$ cat config.mk
export PLATFORM = sky130hd
export DESIGN_NAME = hazard_sequencer
export DESIGN_NICKNAME = d
export VERILOG_FILES = /design/src/rtl/hazard_sequencer.sv
export SDC_FILE = /design/constraint.sdc
export NUM_CORES = 1
export LEC_CHECK = 0
export CORE_MARGIN = 2
export CORE_UTILIZATION = 33
export CTS_BUF_LIST = sky130_fd_sc_hd__clkbuf_8
export CTS_CLUSTER_DIAMETER = 50
export DETAILED_ROUTE_END_ITERATION = 10
export PLACE_DENSITY = 0.83
export SLEW_MARGIN = 30
export SYNTH_ARGS = -nofsm -noshare
export SYNTH_HDL_FRONTEND = slang
export SYNTH_SLANG_ARGS = --single-unit
$ cat constraint.sdc
create_clock -name iClk -period 2.2 [get_ports iClk]
set_input_delay 0.44 -clock iClk [delete_from_list [all_inputs] [get_ports iClk]]
set_output_delay 0.44 -clock iClk [all_outputs]
set_load 0.02 [all_outputs]
$ cat src/rtl/hazard_sequencer.sv
//------------------------------------------------------------------------------
// Module      : hazard_sequencer
// Description : Stall/flush/forward controller for the five-stage pipeline.
//               Resolves load-use and branch hazards, selects E-stage operand
//               forwarding, and sequences multi-cycle data-memory waits with
//               timeout detection.
//               Optional performance counters: define HAZARD_PERF_CNT_EN.
// Revision    : 1.0 - initial release
//------------------------------------------------------------------------------
`default_nettype none

module hazard_sequencer #(
   parameter logic [2:0] LOAD_RESULT_SRC = 3'b001,
   parameter int         MEM_TIMEOUT     = 64
) (
   input  logic        iClk,
   input  logic        iRst,
   input  logic [4:0]  iRs1D,
   input  logic [4:0]  iRs2D,
   input  logic [4:0]  iRs1E,
   input  logic [4:0]  iRs2E,
   input  logic [4:0]  iRdE,
   input  logic [2:0]  iResultSrcE,
   input  logic        iRegWriteEnE,
   input  logic        iPCSrcE,
   input  logic [4:0]  iRdM,
   input  logic        iRegWriteEnM,
   input  logic        iMemReqM,
   input  logic        iMemReadyM,
   input  logic [4:0]  iRdW,
   input  logic        iRegWriteEnW,
   output logic        oStallF,
   output logic        oStallD,
   output logic        oStallE,
   output logic        oStallM,
   output logic        oFlushD,
   output logic        oFlushE,
   output logic        oFlushW,
   output logic [1:0]  oForwardAE,
   output logic [1:0]  oForwardBE,
   output logic        oMemTimeout,
   output logic [31:0] oStallCycles,
   output logic [31:0] oFlushCount
);

   localparam int                 c_cnt_w = $clog2(MEM_TIMEOUT + 1);
   localparam logic [c_cnt_w-1:0] c_max   = c_cnt_w'(MEM_TIMEOUT);
   localparam logic [c_cnt_w-1:0] c_last  = c_cnt_w'(MEM_TIMEOUT - 1);

   typedef enum logic [1:0] {
      ST_RUN      = 2'd0,
      ST_MEM_WAIT = 2'd1,
      ST_ERROR    = 2'd2
   } state_t;

   state_t             r_state;
   state_t             w_state_nxt;
   logic [c_cnt_w-1:0] r_wait_cnt;
   logic [c_cnt_w-1:0] w_wait_cnt_nxt;
   logic               r_timeout;
   logic               w_timeout_nxt;
   logic               w_load_use;

   // A load in E whose destination feeds a D-stage source needs one bubble
   assign w_load_use = (iResultSrcE == LOAD_RESULT_SRC) && iRegWriteEnE &&
                       (iRdE != 5'd0) && ((iRdE == iRs1D) || (iRdE == iRs2D));

   assign oMemTimeout = r_timeout;

   // Operand forwarding; the younger M result wins over W
   always_comb begin
      oForwardAE = 2'b00;
      oForwardBE = 2'b00;
      if (!iRst) begin
         if (iRegWriteEnM && (iRdM != 5'd0) && (iRdM == iRs1E))
            oForwardAE = 2'b10;
         else if (iRegWriteEnW && (iRdW != 5'd0) && (iRdW == iRs1E))
            oForwardAE = 2'b01;
         if (iRegWriteEnM && (iRdM != 5'd0) && (iRdM == iRs2E))
            oForwardBE = 2'b10;
         else if (iRegWriteEnW && (iRdW != 5'd0) && (iRdW == iRs2E))
            oForwardBE = 2'b01;
      end
   end

   // Next-state, wait counter and stall/flush decode
   always_comb begin
      w_state_nxt    = r_state;
      w_wait_cnt_nxt = r_wait_cnt;
      w_timeout_nxt  = r_timeout;
      oStallF        = 1'b0;
      oStallD        = 1'b0;
      oStallE        = 1'b0;
      oStallM        = 1'b0;
      oFlushD        = 1'b0;
      oFlushE        = 1'b0;
      oFlushW        = 1'b0;
      case (r_state)
         ST_RUN: begin
            if (iMemReqM && !iMemReadyM) begin
               // Freeze the whole pipe; a taken branch stays parked in E
               {oStallF, oStallD, oStallE, oStallM, oFlushW} = 5'b11111;
               w_wait_cnt_nxt = c_cnt_w'(1);
               if (MEM_TIMEOUT <= 1) begin
                  w_state_nxt   = ST_ERROR;
                  w_timeout_nxt = 1'b1;
               end else begin
                  w_state_nxt = ST_MEM_WAIT;
               end
            end else if (iPCSrcE) begin
               oFlushD = 1'b1;
               oFlushE = 1'b1;
            end else if (w_load_use) begin
               oStallF = 1'b1;
               oStallD = 1'b1;
               oFlushE = 1'b1;
            end
         end
         ST_MEM_WAIT: begin
            if (!iMemReadyM) begin
               {oStallF, oStallD, oStallE, oStallM, oFlushW} = 5'b11111;
               if (r_wait_cnt >= c_last) begin
                  w_state_nxt    = ST_ERROR;
                  w_timeout_nxt  = 1'b1;
                  w_wait_cnt_nxt = c_max;
               end else begin
                  w_wait_cnt_nxt = r_wait_cnt + 1'b1;
               end
            end else begin
               // Release cycle: hazards are re-evaluated on the next RUN cycle
               w_state_nxt    = ST_RUN;
               w_wait_cnt_nxt = '0;
            end
         end
         ST_ERROR: begin
            {oStallF, oStallD, oStallE, oStallM, oFlushW} = 5'b11111;
            w_timeout_nxt = 1'b1;
         end
         default: begin
            w_state_nxt    = ST_RUN;
            w_wait_cnt_nxt = '0;
         end
      endcase
      // Reset squashes D and E and releases every stall
      if (iRst) begin
         {oStallF, oStallD, oStallE, oStallM, oFlushW} = 5'b00000;
         oFlushD = 1'b1;
         oFlushE = 1'b1;
      end
   end

   // State, wait counter and sticky timeout registers
   always_ff @(posedge iClk) begin
      if (iRst) begin
         r_state    <= ST_RUN;
         r_wait_cnt <= '0;
         r_timeout  <= 1'b0;
      end else begin
         r_state    <= w_state_nxt;
         r_wait_cnt <= w_wait_cnt_nxt;
         r_timeout  <= w_timeout_nxt;
      end
   end

`ifdef HAZARD_PERF_CNT_EN
   logic [31:0] r_stall_cycles;
   logic [31:0] r_flush_count;

   // Stall-cycle and hazard-flush counters; reset flushes never reach here
   always_ff @(posedge iClk) begin
      if (iRst) begin
         r_stall_cycles <= 32'd0;
         r_flush_count  <= 32'd0;
      end else begin
         if (oStallF)
            r_stall_cycles <= r_stall_cycles + 32'd1;
         if (oFlushE)
            r_flush_count <= r_flush_count + 32'd1;
      end
   end

   assign oStallCycles = r_stall_cycles;
   assign oFlushCount  = r_flush_count;
`else
   assign oStallCycles = 32'd0;
   assign oFlushCount  = 32'd0;
`endif

endmodule

`default_nettype wire

==> metrics.txt <==
Setup TNS -63.6 ps; Final Hold Fails 0; die area 4900 um2; Synth top area share 35.0%; insertion delay to the later sink of the worst-skew pair 230 ps; clk slew on worst S/H paths around 40 ps; first-pass GRT wire length 5.26 mm; syn avg cell area just under 8 um2; power per cell area 355 nW/um2; grt ovf 0; Core Box Area 4260 um2; min-delay worst type reg -> reg; vias in the first global route 1,275; # setup viols final 3; # Max-Cap Violations 0; Final Power 0.000745 W; Slew Viols, Final 0; Syn Inst Count 187; io pins approximately 120; R2R setup slack 560 ps; count of state elements after synthesis 10; Psw 0.000286 W; crit path DAT 1810 ps; GR Util All Layers a little over an eighth; CTS buffer count 3; nature of the critical path startpoint primary input; drc violations 0; Nets approximately 320; crit path max fanout 3; area delta synth->final 46.1%; Leakage about 0.99 nW; kind of critical path in -> out; final worst-path cycle share 102%; worst IR drop on VDD approximately 0.17 mV; register area share after synthesis 13.9%; Final WS setup -50.2 ps; H-Tree Depth 1; Vias 1,326; clock skew around 1.5 ps; root buf cell clkbuf_8; Post-Syn Area 1440 um2; Antenna Cells 0; 1st-iter DRT viols 25; DIE WIDTH 70.0 um; placed cell area around 2000 um2; Final ANT Viol Nets 0; total wire length 3.43 mm; Layout fillers 432; Int Power 0.000459 W; Design Area, Final around 2100 um2; YS warnings 0; drt wl/cell ~11 um; Post-DP HPWL 2.93 mm; fmax 444 MHz; pin count of the biggest net entering global routing 13; kind of end point of the critical path primary output; Rows 24; CTS Sinks 10; Clk pwr share between 20% and 30%; unrepaired setup endpoints after global routing yes; input/output buffers 57; initial antenna violation count 0; most frequent cells in the layout conb_1, buf_4, clkdlybuf4s50_1; Synth cell types 37; Initial Utilization 33.7%; clock tree buffer depth 2; post-layout utilization of the core 49.3%; most common cell after layout, fill and taps aside conb_1; DR vias/cell 4.13; Synth area leaders buf_4, dfxtp_1, xor2_1, xnor2_1, nor2_1; CTS tree built; drt pass-1 iters 4; sequential power share 25.5%; Tmin final ~2300 ps; hold-fix buffers at CTS 0; switching share of total power 38.4%; Die Y 70.0 um; status complete, but fails checks; Final Wtd Congestion 0.828; layout cells sized above 1 24.9%; largest area contributor in the synthesized netlist buf_4; share of total power in combinational logic 50.3%; failing checks setup timing; required time worst endpoint approximately 1800 ps
-- cell usage after synthesis --
library cell   n
a211oi_1       2
a21boi_0       1
a21o_1         2
a21oi_1        5
a22oi_1        1
a2bb2oi_1      1
a41oi_1        1
and3_1         1
buf_4         67
clkbuf_1       2
conb_1         1
dfxtp_1       10
ha_1           1
inv_1          4
nand2_1        5
nand2b_1       1
nand3_1        3
nand4_1        1
nand4bb_1      1
nor2_1        14
nor2b_1        1
nor3_1         6
nor3_2         1
nor3b_1        2
nor4_1         3
nor4_2         1
o2111ai_1      2
o211ai_1       1
o21ai_0        4
o21ai_1        1
o21ai_2        1
o21bai_1       2
o22a_1         1
or2_2          1
or4_1          3
xnor2_1       12
xor2_1        21
-- path summary, 6_finish.rpt --
kind,cells past startpoint,from,to
max,6,iRdM[1],oForwardBE[0]
min,2,oMemTimeout,oMemTimeout
max reg2reg,5,r_state[0],r_wait_cnt[5]
min reg2reg,2,oMemTimeout,oMemTimeout
-- logic make-up (layout without fill, tap and decap cells) --
logic type	after synthesis	count (layout)	share of synthesized area, %
xor gates and xnor gates	33	33	20.1
buffers and inverters	73	92	36.5
other	1	64	0.261
adders and majority gates	1	1	0.869
and+or+nand+nor	44	44	16.5
DFF	10	10	13.9
AOI/OAI and AO/OA	25	25	11.8
-- worst max-delay path, stage by stage --
cell and delay, ps:
buf_6 90, or4_4 540, o21ai_4 220, nor3_4 60
nor4_4 270, buf_4 180
-- cell type report --
type / instances / area, um2 / share of cell area (%)
Multi-Input combinational cell: 167 / 1060 / 50.6
Sequential cell: 10 / 200 / 9.52
Clock buffer: 3 / 41.3 / 1.96
Tap cell: 52 / 65.1 / 3.10
Inverter: 4 / 15.0 / 0.714
Timing Repair Buffer: 85 / 717 / 34.1
-- metrics by stage --
| stage | setup WS (ps) | hold WS [ps] | cells |
|---|---|---|---|
| 5_1_grt | -105 | 478 | 321 |
| 3_3_place_gp | -796 | 445 | 316 |
| 2_1_floorplan | 15.2 | 440 | 250 |
| 4_1_cts | -113 | 457 | 319 |
| 3_5_place_dp | -875 | 449 | 316 |
| 6_report | -50.2 | 454 | 321 |
-- what timing repair did --
item | CTS | global route
setup buffers | 0 | 2
pin swaps | 11 | 5
setup endpoints to repair | 11 | 11
resized for setup | 91 | 22
-- power groups by stage --
stage | clock network (W) | logic (W) | registers, W
final | 0.000181 | 0.000375 | 0.000190
after global routing | 0.000193 | 0.000401 | 0.000190
after CTS | 0.000185 | 0.000357 | 0.000190
after detailed placement | 0 | 0.000360 | 0.000193
after global placement | 0 | 0.000355 | 0.000193
after floorplan | 0 | 0.000283 | 0.000191
-- per-layer routing --
metal / share of wire, % / GRT usage (%)
met1: 35 / 12.4
met4: 2.4 / 7.05
met5: 0 / 0
met2: 56 / 26.8
met3: 7.0 / 1.44
-- flip-flops by register name, summed over array words and instances, names as in the netlist --
| signal | flops |
|---|---|
| r_state | 2 |
| oMemTimeout | 1 |
| r_wait_cnt | 7 |
Power figures use the tool's default switching activity.
